### config.mk
export PLATFORM = sky130hd
export DESIGN_NAME = seq_restoring_divider
export DESIGN_NICKNAME = d
export VERILOG_FILES = /design/src/rtl/seq_restoring_divider.sv
export SDC_FILE = /design/constraint.sdc
export NUM_CORES = 1
export LEC_CHECK = 0
export ABC_AREA = 1
export BUFFER_PORTS_ARGS = -buffer_cell sky130_fd_sc_hd__buf_2
export CAP_MARGIN = 10
export CORE_UTILIZATION = 50
export CTS_BUF_LIST = sky130_fd_sc_hd__clkbuf_4 sky130_fd_sc_hd__clkbuf_8 sky130_fd_sc_hd__clkbuf_16
export CTS_CLUSTER_DIAMETER = 120
export DETAILED_ROUTE_END_ITERATION = 8
export HOLD_SLACK_MARGIN = 0.06
export PLACE_DENSITY_LB_ADDON = 0.3
export SLEW_MARGIN = 40
export SYNTH_ARGS = -nofsm -noshare
export SYNTH_HDL_FRONTEND = slang
export SYNTH_SLANG_ARGS = --single-unit
### constraint.sdc
create_clock -name clk -period 3.94 [get_ports clk]
set_input_delay 0.394 -clock clk [delete_from_list [all_inputs] [get_ports clk]]
set_output_delay 0.394 -clock clk [all_outputs]
set_load 0.005 [all_outputs]
### src/rtl/seq_restoring_divider.sv
// Multi-cycle restoring divider: one quotient bit per clock, unsigned or
// signed (truncating) operands, with divide-by-zero and overflow flags.
//
// Ports:
//   clk, rst           clock, asynchronous active-high reset
//   start_i            request, sampled only while busy_o = 0
//   signed_mode_i      1 = two's-complement operands (needs SIGNED_EN)
//   dividend_i         N-bit dividend, sampled with start_i
//   divisor_i          N-bit divisor, sampled with start_i
//   busy_o             high while a division is in progress
//   done_o             one-cycle completion pulse
//   quotient_o         registered quotient, held until next completion
//   remainder_o        registered remainder, held until next completion
//   div_by_zero_o      divisor was zero (held with results)
//   overflow_o         signed -2^(N-1) / -1 (held with results)
module seq_restoring_divider #(
    parameter int N         = 8,
    parameter bit SIGNED_EN = 1'b1
) (
    input  logic         clk,
    input  logic         rst,
    input  logic         start_i,
    input  logic         signed_mode_i,
    input  logic [N-1:0] dividend_i,
    input  logic [N-1:0] divisor_i,
    output logic         busy_o,
    output logic         done_o,
    output logic [N-1:0] quotient_o,
    output logic [N-1:0] remainder_o,
    output logic         div_by_zero_o,
    output logic         overflow_o
);

    localparam int CW = $clog2(N);

    typedef enum logic [1:0] {
        IDLE,
        CALC,
        FIX
    } state_t;

    state_t         state_q;
    logic [N-1:0]   p_q;
    logic [N-1:0]   a_q;
    logic [N-1:0]   b_q;
    logic [CW-1:0]  cnt_q;
    logic           sgn_q_q;
    logic           sgn_r_q;
    logic           dz_q;
    logic           ov_q;

    logic           busy_q;
    logic           done_q;
    logic [N-1:0]   quo_q;
    logic [N-1:0]   rem_q;
    logic           dzo_q;
    logic           ovo_q;

    logic           sm;
    logic           neg_a;
    logic           neg_b;
    logic [N-1:0]   mag_a;
    logic [N-1:0]   mag_b;
    logic           zero_b;
    logic           ovf;

    logic [N:0]     sh_p;
    logic [N:0]     trial;
    logic [N-1:0]   quo_d;
    logic [N-1:0]   rem_d;

    assign sm     = SIGNED_EN & signed_mode_i;
    assign neg_a  = sm & dividend_i[N-1];
    assign neg_b  = sm & divisor_i[N-1];
    // Negating -2^(N-1) wraps to itself, which is the correct
    // unsigned magnitude 2^(N-1).
    assign mag_a  = neg_a ? -dividend_i : dividend_i;
    assign mag_b  = neg_b ? -divisor_i : divisor_i;
    assign zero_b = (divisor_i == '0);
    assign ovf    = sm
                  & (dividend_i == {1'b1, {(N-1){1'b0}}})
                  & (&divisor_i);

    // The settled partial remainder is always below the divisor, so it
    // fits in N bits; only the shifted value needs the extra bit.
    assign sh_p  = {p_q, a_q[N-1]};
    assign trial = sh_p - {1'b0, b_q};

    // On divide-by-zero a_q carries the raw dividend for the remainder.
    always_comb begin
        quo_d = sgn_q_q ? -a_q : a_q;
        rem_d = sgn_r_q ? -p_q : p_q;
        if (dz_q) begin
            quo_d = '1;
            rem_d = a_q;
        end
    end

    always_ff @(posedge clk or posedge rst) begin
        if (rst) begin
            state_q <= IDLE;
            p_q     <= '0;
            a_q     <= '0;
            b_q     <= '0;
            cnt_q   <= '0;
            sgn_q_q <= 1'b0;
            sgn_r_q <= 1'b0;
            dz_q    <= 1'b0;
            ov_q    <= 1'b0;
            busy_q  <= 1'b0;
            done_q  <= 1'b0;
            quo_q   <= '0;
            rem_q   <= '0;
            dzo_q   <= 1'b0;
            ovo_q   <= 1'b0;
        end else begin
            done_q <= 1'b0;
            unique case (state_q)
                IDLE: begin
                    if (start_i) begin
                        a_q     <= zero_b ? dividend_i : mag_a;
                        b_q     <= mag_b;
                        p_q     <= '0;
                        cnt_q   <= '0;
                        sgn_q_q <= neg_a ^ neg_b;
                        sgn_r_q <= neg_a;
                        dz_q    <= zero_b;
                        ov_q    <= ovf;
                        busy_q  <= 1'b1;
                        state_q <= zero_b ? FIX : CALC;
                    end
                end
                CALC: begin
                    // Negative trial restores the shifted remainder.
                    p_q   <= trial[N] ? sh_p[N-1:0] : trial[N-1:0];
                    a_q   <= {a_q[N-2:0], ~trial[N]};
                    cnt_q <= cnt_q + CW'(1);
                    if (cnt_q == CW'(N - 1)) begin
                        state_q <= FIX;
                    end
                end
                FIX: begin
                    quo_q   <= quo_d;
                    rem_q   <= rem_d;
                    dzo_q   <= dz_q;
                    ovo_q   <= ov_q;
                    done_q  <= 1'b1;
                    busy_q  <= 1'b0;
                    state_q <= IDLE;
                end
                default: begin
                    busy_q  <= 1'b0;
                    state_q <= IDLE;
                end
            endcase
        end
    end

    assign busy_o        = busy_q;
    assign done_o        = done_q;
    assign quotient_o    = quo_q;
    assign remainder_o   = rem_q;
    assign div_by_zero_o = dzo_q;
    assign overflow_o    = ovo_q;

endmodule

==> implementation parameters, run 1 <==
Parameter                              Value

Setup path
  Max stage delay on crit path    0.40 ns
  Worst Setup End Kind    flop
  Critical R2R Capture    p_q[1]$_DFFE_PP0P_
  Data arrival, critical path    2.26 ns
  Chain of cells forming the critical path    inv_1 > ha_1 > inv_1 > fa_1 > nand2_1 > nand2_2 > nand3_4 > nand3_2 > nand2_4 > nand2_1 > nand3_1 > nand2_1
  Critical Path Fanout Max    6
  R2r worst-path depth    12
  Kind of start point of the critical path    flop
  Top cell by count, worst path    sky130_fd_sc_hd__nand2_1
  Worst-path cell with the longest stage delay    sky130_fd_sc_hd__fa_1
  FF-to-FF Start    a_q[7]$_DFFE_PP0P_
  Reg-to-reg setup timing slack    1.88 ns
  Worst path buffer plus inverter count    2
  Crit path max-delay family    simple AND/OR/NAND/NOR gates
  Required time reported for the critical path endpoint    4.14 ns
  Critical path type    reg -> reg

Timing
  Worst-Margin Slew    0.6556 ns
  Setup skew after layout    0.01029 ns
  Min cycle time layout    2.061 ns
  Maximum clock frequency    485.2 MHz
  Final Hold Viols    0
  Final-layout setup total negative slack    0 ns
  Period utilisation layout    52.32%
  Remaining max-slew budget at the tightest pin    56.29%
  RSZ-0062 raised after global routing    no
  # setup viols final    0
  Pins over their slew limit    0

CTS
  Clock-pin slew reported for the worst setup and hold paths after clock tree synthesis    0.10 ns
  Number of H-tree levels    2
  Root buf cell    sky130_fd_sc_hd__clkbuf_8
  Clock Latency Late Sink    0.31 ns
  Number of buffers inserted by post-CTS setup repair    0
  Number of buffers inserted during clock tree synthesis    5
  Hold_buf cts    0
  Clock net sink count    53
  Deepest clock path buffer count    2
  Cts repair resizes    0
  CTS tree    done

Die
  Core Footprint    6459 µm²
  Vertical die dimension    84.64 µm
  Number of rows created at floorplan    29
  Width of the chip    84.64 µm
  Die Area    7164 µm²
  Initial cell density of the core    52.87%
  Number of top-level pins    40

Power
  Areal power density over the cells    866.8 nW/µm²
  Static power due to leakage    1.967 nW
  Total power draw    3.255 mW
  Highest ir drop seen on vdd    0.3053 mV

Layout
  Leading cell type in the layout, fill and taps excluded    sky130_fd_sc_hd__nand2_1
  Non-Filler Instances    581
  Leading cell types in the layout, fill and taps excluded    sky130_fd_sc_hd__nand2_1, sky130_fd_sc_hd__inv_1, sky130_fd_sc_hd__dfrtp_1
  Fin nets    539
  Share of layout cells above drive strength 1    14.68%
  Post-route cell area    3755 µm²
  Synth-to-layout area growth    9.967%
  Antenna diode count    0

Routing
  Total via count in the routed design    3162
  Number of DRC markers in iteration 0    280
  Length of the first detailed-routing pass in iterations    9
  Number of nets still failing antenna checks after routing    0
  WL/cell    13.10 µm
  Wire length after detailed routing    7614 µm
  DRC errors left    1
  Per-cell via count in the routed design    5.442

Placed design
  Placed instance count    573
  Final Wtd Congestion    0.8615
  Number of buffers added on ports    39
  Cell area after placement    3665 µm²
  Sum of net half-perimeters after detailed placement    5878 µm

Yosys
  Average size of a mapped cell    7.327 µm²
  Number of distinct library cells after synthesis    38
  Sequential fraction of the synthesis area    38.84%
  Number of register bits inferred by synthesis    53
  Yosys Warn Count    0
  Synthesized netlist cell count    466
  Number of nets produced by synthesis    502
  Area of the mapped netlist    3415 µm²

Worst hold path
  Type of the worst min-delay path    in -> async

Flow run
  Number of violations of the max-capacitance limit    0

Global route
  Overflow left after global routing    0
  Vias in the first global route    3040
  Global-route wire length before repair    13390 µm
  GRT Overall Usage    23.23%
  Largest net degree at the start of global routing    54
  Initial antenna violation count    0

Run status
  Outcome    finished, violations left
  Violated checks    design-rule violations
-- worst reg2reg max path: cells and delay by family, from the launching register on --
family,cells,cell delay [ns]
adder cells (fa/ha/maj),2,0.57
buffers and inverters,2,0.22
flip-flops,1,0.39
AND/OR/NAND/NOR,8,0.77
-- how the worst max path moves through the flow --
stage	startpoint	endpoint	slack (ns)	depth (start not counted)
floorplan	a_q[7]$_DFFE_PP0P_	p_q[7]$_DFFE_PP0P_	2.10	12
global placement	a_q[7]$_DFFE_PP0P_	p_q[7]$_DFFE_PP0P_	1.97	12
detailed placement	a_q[7]$_DFFE_PP0P_	p_q[1]$_DFFE_PP0P_	1.89	12
CTS	a_q[7]$_DFFE_PP0P_	p_q[1]$_DFFE_PP0P_	1.89	12
global route	a_q[7]$_DFFE_PP0P_	p_q[1]$_DFFE_PP0P_	1.74	12
finish	a_q[7]$_DFFE_PP0P_	p_q[1]$_DFFE_PP0P_	1.88	12
-- state kept, by name, summed over array words and instances (netlist names) --
register       cells
a_q                8
b_q                8
busy_o             1
cnt_q              3
div_by_zero_o      1
done_o             1
dz_q               1
ov_q               1
overflow_o         1
p_q                8
quotient_o         8
remainder_o        8
sgn_q_q            1
sgn_r_q            1
state_q            2
-- layer usage --
metal,routed length (µm),vias to the layer above,global-route usage (%)
met5,0,-,0
met4,140,0,6.317
met3,385,18,3.343
met2,3485,107,37.84
met1,3603,1463,32.53
li1,-,1574,-
-- metrics by stage --
step,setup WS [ns],hold slack (ns),util (%)
4_1_cts,1.889,0.2738,58.14
3_5_place_dp,1.893,0.4608,56.74
2_1_floorplan,2.099,0.4492,-
6_report,1.879,0.2465,58.14
5_1_grt,1.741,0.3010,58.14
3_3_place_gp,1.974,0.4550,56.74
-- area by class of cell --
class	count	area [µm²]
Multi-Input combinational cell	332	1773
Clock inverter	3	21.27
Inverter	71	266.5
Timing Repair Buffer	40	202.7
Fill cell	610	2704
Sequential cell	53	1326
Tap cell	77	96.34
Clock buffer	5	68.82
-- Yosys cell counts (all sizes together) --
master	count	area, µm²
inv	70	262.8
xor2	7	61.31
ha	15	187.7
nor3	6	30.03
o221a	1	11.26
a21oi	23	126.4
nor4	1	6.260
clkinv	1	3.750
buf	10	48.79
nand3b	4	30.03
xnor2	1	8.760
fa	1	20.02
nand2	139	561.8
o21ai	32	160.2
o211ai	1	7.510
nand3	46	257.8
o21bai	1	7.510
a31oi	4	25.02
o22ai	5	31.28
nand4	2	12.51
or2	2	15.02
dfrtp	53	1326
a22o	2	17.52
o21a	1	7.510
o32ai	1	8.760
a22oi	4	30.03
nor2	33	148.9
-- power breakdown --
part           switching [mW]  internal (mW)  leakage (nW)
Sequential              0.236          0.794         0.641
Combinational            1.18          0.728          1.28
Clock                   0.186          0.126        0.0445
-- logic make-up after synthesis --
group,after synthesis,share of synthesized area [%]
buffers and inverters,81,9.234
AOI/OAI and AO/OA,75,12.68
DFF,53,38.84
and+or+nand+nor,233,31.11
xor gates and xnor gates,8,2.052
adders and majority gates,16,6.083
Power figures use the tool's default switching activity.
==> inputs of run 2 (changes only) <==
==> constraint.sdc (replaced) <==
create_clock -name clk -period 1.7 [get_ports clk]
set_input_delay 0.17 -clock clk [delete_from_list [all_inputs] [get_ports clk]]
set_output_delay 0.17 -clock clk [all_outputs]
set_load 0.005 [all_outputs]
==> implementation parameters, run 2 (synthesis results as in run 1) <==
Parameter                              Value

Run status
  Outcome    finished, violations left
  Violated checks    negative setup slack

Layout
  Antenna diode count    0 (unchanged)
  Total area of multi-input combinational cells    1863 µm² (+5.1%)
  Leading cell types in the layout, fill and taps excluded    sky130_fd_sc_hd__nand2_1, sky130_fd_sc_hd__inv_1, sky130_fd_sc_hd__dfrtp_1
  Area taken by flip-flops and latches    1328 µm² (about the same)
  Synth-to-layout area growth    16.86%
  Share of layout cells above drive strength 1    20.73% (+6.0 points)
  Leading cell type in the layout, fill and taps excluded    sky130_fd_sc_hd__nand2_1
  Fillers    586 (-3.9%)
  Post-route cell area    3990 µm² (+6.3%)
  Fin nets    556 (+3.2%)

CTS
  Number of H-tree levels    2 (unchanged)
  Clock-pin slew reported for the worst setup and hold paths after clock tree synthesis    0.09 ns (about the same)
  Root buf cell    sky130_fd_sc_hd__clkbuf_8
  Number of buffers inserted during clock tree synthesis    5 (unchanged)
  Clock net sink count    53 (unchanged)
  Deepest clock path buffer count    2 (unchanged)
  Clock Latency Late Sink    0.31 ns (about the same)
  Number of buffers inserted by post-CTS setup repair    0 (unchanged)
  CTS tree    done

Global route
  Overflow left after global routing    0 (unchanged)
  Vias in the first global route    2998 (-1.4%)
  Initial antenna violation count    0 (unchanged)
  Largest net degree at the start of global routing    24 (-56%)
  GRT Overall Usage    22.72% (-0.51 points)
  Global-route wire length before repair    13140 µm (-1.9%)

Die
  Die Area    7164 µm² (unchanged)
  Core Footprint    6459 µm² (unchanged)
  Vertical die dimension    84.64 µm (unchanged)
  Number of rows created at floorplan    29 (unchanged)
  Width of the chip    84.64 µm (unchanged)
  Initial cell density of the core    52.87% (unchanged)
  Number of top-level pins    40 (unchanged)

Routing
  Length of the first detailed-routing pass in iterations    6 (-3)
  Per-cell via count in the routed design    5.139 (-5.6%)
  Wire length after detailed routing    7560 µm (-0.71%)
  DRC errors left    0 (-1)
  WL/cell    12.64 µm (-3.5%)
  Total via count in the routed design    3073 (-2.8%)
  Number of nets still failing antenna checks after routing    0 (unchanged)
  Number of DRC markers in iteration 0    180 (-36%)

Setup path
  Worst Setup End Kind    flop
  Kind of start point of the critical path    flop
  Critical Path Fanout Max    6 (unchanged)
  FF-to-FF Start    a_q[7]$_DFFE_PP0P_
  Required time reported for the critical path endpoint    1.91 ns (-2.23 ns)
  Critical path type    reg -> reg
  Data arrival, critical path    2.00 ns (-0.26 ns)
  First element of the critical path    a_q[7]$_DFFE_PP0P_

Power
  Highest ir drop seen on vdd    0.6785 mV (+120%)
  Static power due to leakage    2.073 nW (+5.4%)
  Areal power density over the cells    2041 nW/µm² (+140%)

Timing
  Final setup slack of the worst path    -0.09143 ns (-1.970 ns)
  Setup skew after layout    0.006594 ns (-0.003691 ns)
  Final Hold Viols    0 (unchanged)
  Period utilisation layout    105.4% (+53 points)
  Pins over their slew limit    0 (unchanged)
  Worst-Margin Slew    0.4846 ns (-0.1711 ns)
  Maximum clock frequency    558.2 MHz (+15%)
  # setup viols final    9 (+9)
  Remaining max-slew budget at the tightest pin    67.65% (+11 points)
  Min cycle time layout    1.791 ns (-0.2698 ns)
  RSZ-0062 raised after global routing    yes

Placed design
  Post-placement setup slack    -0.08334 ns (-1.976 ns)
  Sum of net half-perimeters after detailed placement    6088 µm (+3.6%)
  Cell area after placement    3807 µm² (+3.9%)
  Number of buffers added on ports    39 (unchanged)
  Final Wtd Congestion    0.8625 (+0.12%)

Worst hold path
  Type of the worst min-delay path    in -> reg
  Hold path start    divisor_i[7]

Flow run
  Number of violations of the max-capacitance limit    0 (unchanged)
==> run 2: cell count changes in the layout (fill, tap and decap cells not counted), sizes merged <==
| cell | previous run | this run |
|---|---|---|
| buf | 40 | 56 |
| clkbuf | 5 | 7 |
| clkinv | 2 | 1 |
| dlygate4sd3 | 0 | 1 |
| inv | 71 | 70 |
==> run 2: worst paths after layout <==
path                            cells past startpoint  slack (ns)                         end
worst max-delay path                               12       -0.09          p_q[4]$_DFFE_PP0P_
worst min-delay path                                3        0.16          b_q[7]$_DFFE_PP0P_
worst max register to register                     12       -0.09          p_q[4]$_DFFE_PP0P_
worst min register to register                      2        0.48      overflow_o$_DFFE_PP0P_
max in group asynchronous                           4        0.75          b_q[5]$_DFFE_PP0P_
min in group asynchronous                           3        0.42  remainder_o[5]$_DFFE_PP0P_
==> run 2: worst max-delay path: stages, from the launching register on <==
cell,delay (ns)
sky130_fd_sc_hd__dfrtp_1,0.40
sky130_fd_sc_hd__inv_2,0.08
sky130_fd_sc_hd__ha_4,0.13
sky130_fd_sc_hd__inv_2,0.04
sky130_fd_sc_hd__fa_2,0.35
sky130_fd_sc_hd__nand2_2,0.09
sky130_fd_sc_hd__nand2_4,0.06
sky130_fd_sc_hd__nand3_4,0.13
sky130_fd_sc_hd__nand2_4,0.08
sky130_fd_sc_hd__nand2_4,0.11
sky130_fd_sc_hd__nand3_1,0.10
sky130_fd_sc_hd__nand3_2,0.08
sky130_fd_sc_hd__nand2_1,0.05
==> run 2: power breakdown <==
group          leakage [nW]  total (mW)  internal [mW]  switching (mW)
logic                  1.39        5.07           2.08            2.99
clock network        0.0453       0.734          0.324           0.409
registers             0.640        2.34           1.84           0.497
==> run 2: final cells by class <==
cell class	count	area share [%]
clock buffers	7	2.101
clock inverters	1	0.1881
inverters	71	6.679
multi-input cells	332	46.69
flip-flops and latches	53	33.27
well taps	77	2.415
repair buffers	57	8.655
==> run 2: timing repair <==
| item | CTS | global route |
|---|---|---|
| endpoints found under the hold margin | 20 | 0 |
| hold buffers | 1 | 0 |
| setup endpoints to repair | 9 | 12 |
| resized for setup | 7 | 13 |
| pin swaps | 7 | 7 |
==> run 2: per-layer routing <==
metal | share of wire, % | vias to the layer above | GRT usage (%)
li1 | - | 1607 | -
met1 | 48 | 1386 | 29.68
met2 | 46 | 70 | 38.95
met3 | 4.1 | 10 | 3.638
met4 | 1.3 | 0 | 6.780
met5 | 0 | - | 0
==> run 2: per-stage QoR <==
step / power, mW / util, % / setup TNS (ns) / cells / hold WS, ns
4_1_cts: 7.979 / 60.98 / -0.5581 / 598 / 0.1482
2_1_floorplan: 5.773 / - / 0 / 466 / 0.3177
5_1_grt: 8.979 / 61.78 / -1.708 / 598 / 0.1659
3_3_place_gp: 6.961 / 58.95 / -0.0006899 / 589 / 0.2238
3_5_place_dp: 7.110 / 58.95 / -0.5922 / 589 / 0.2234
6_report: 8.142 / 61.78 / -0.6687 / 598 / 0.1592
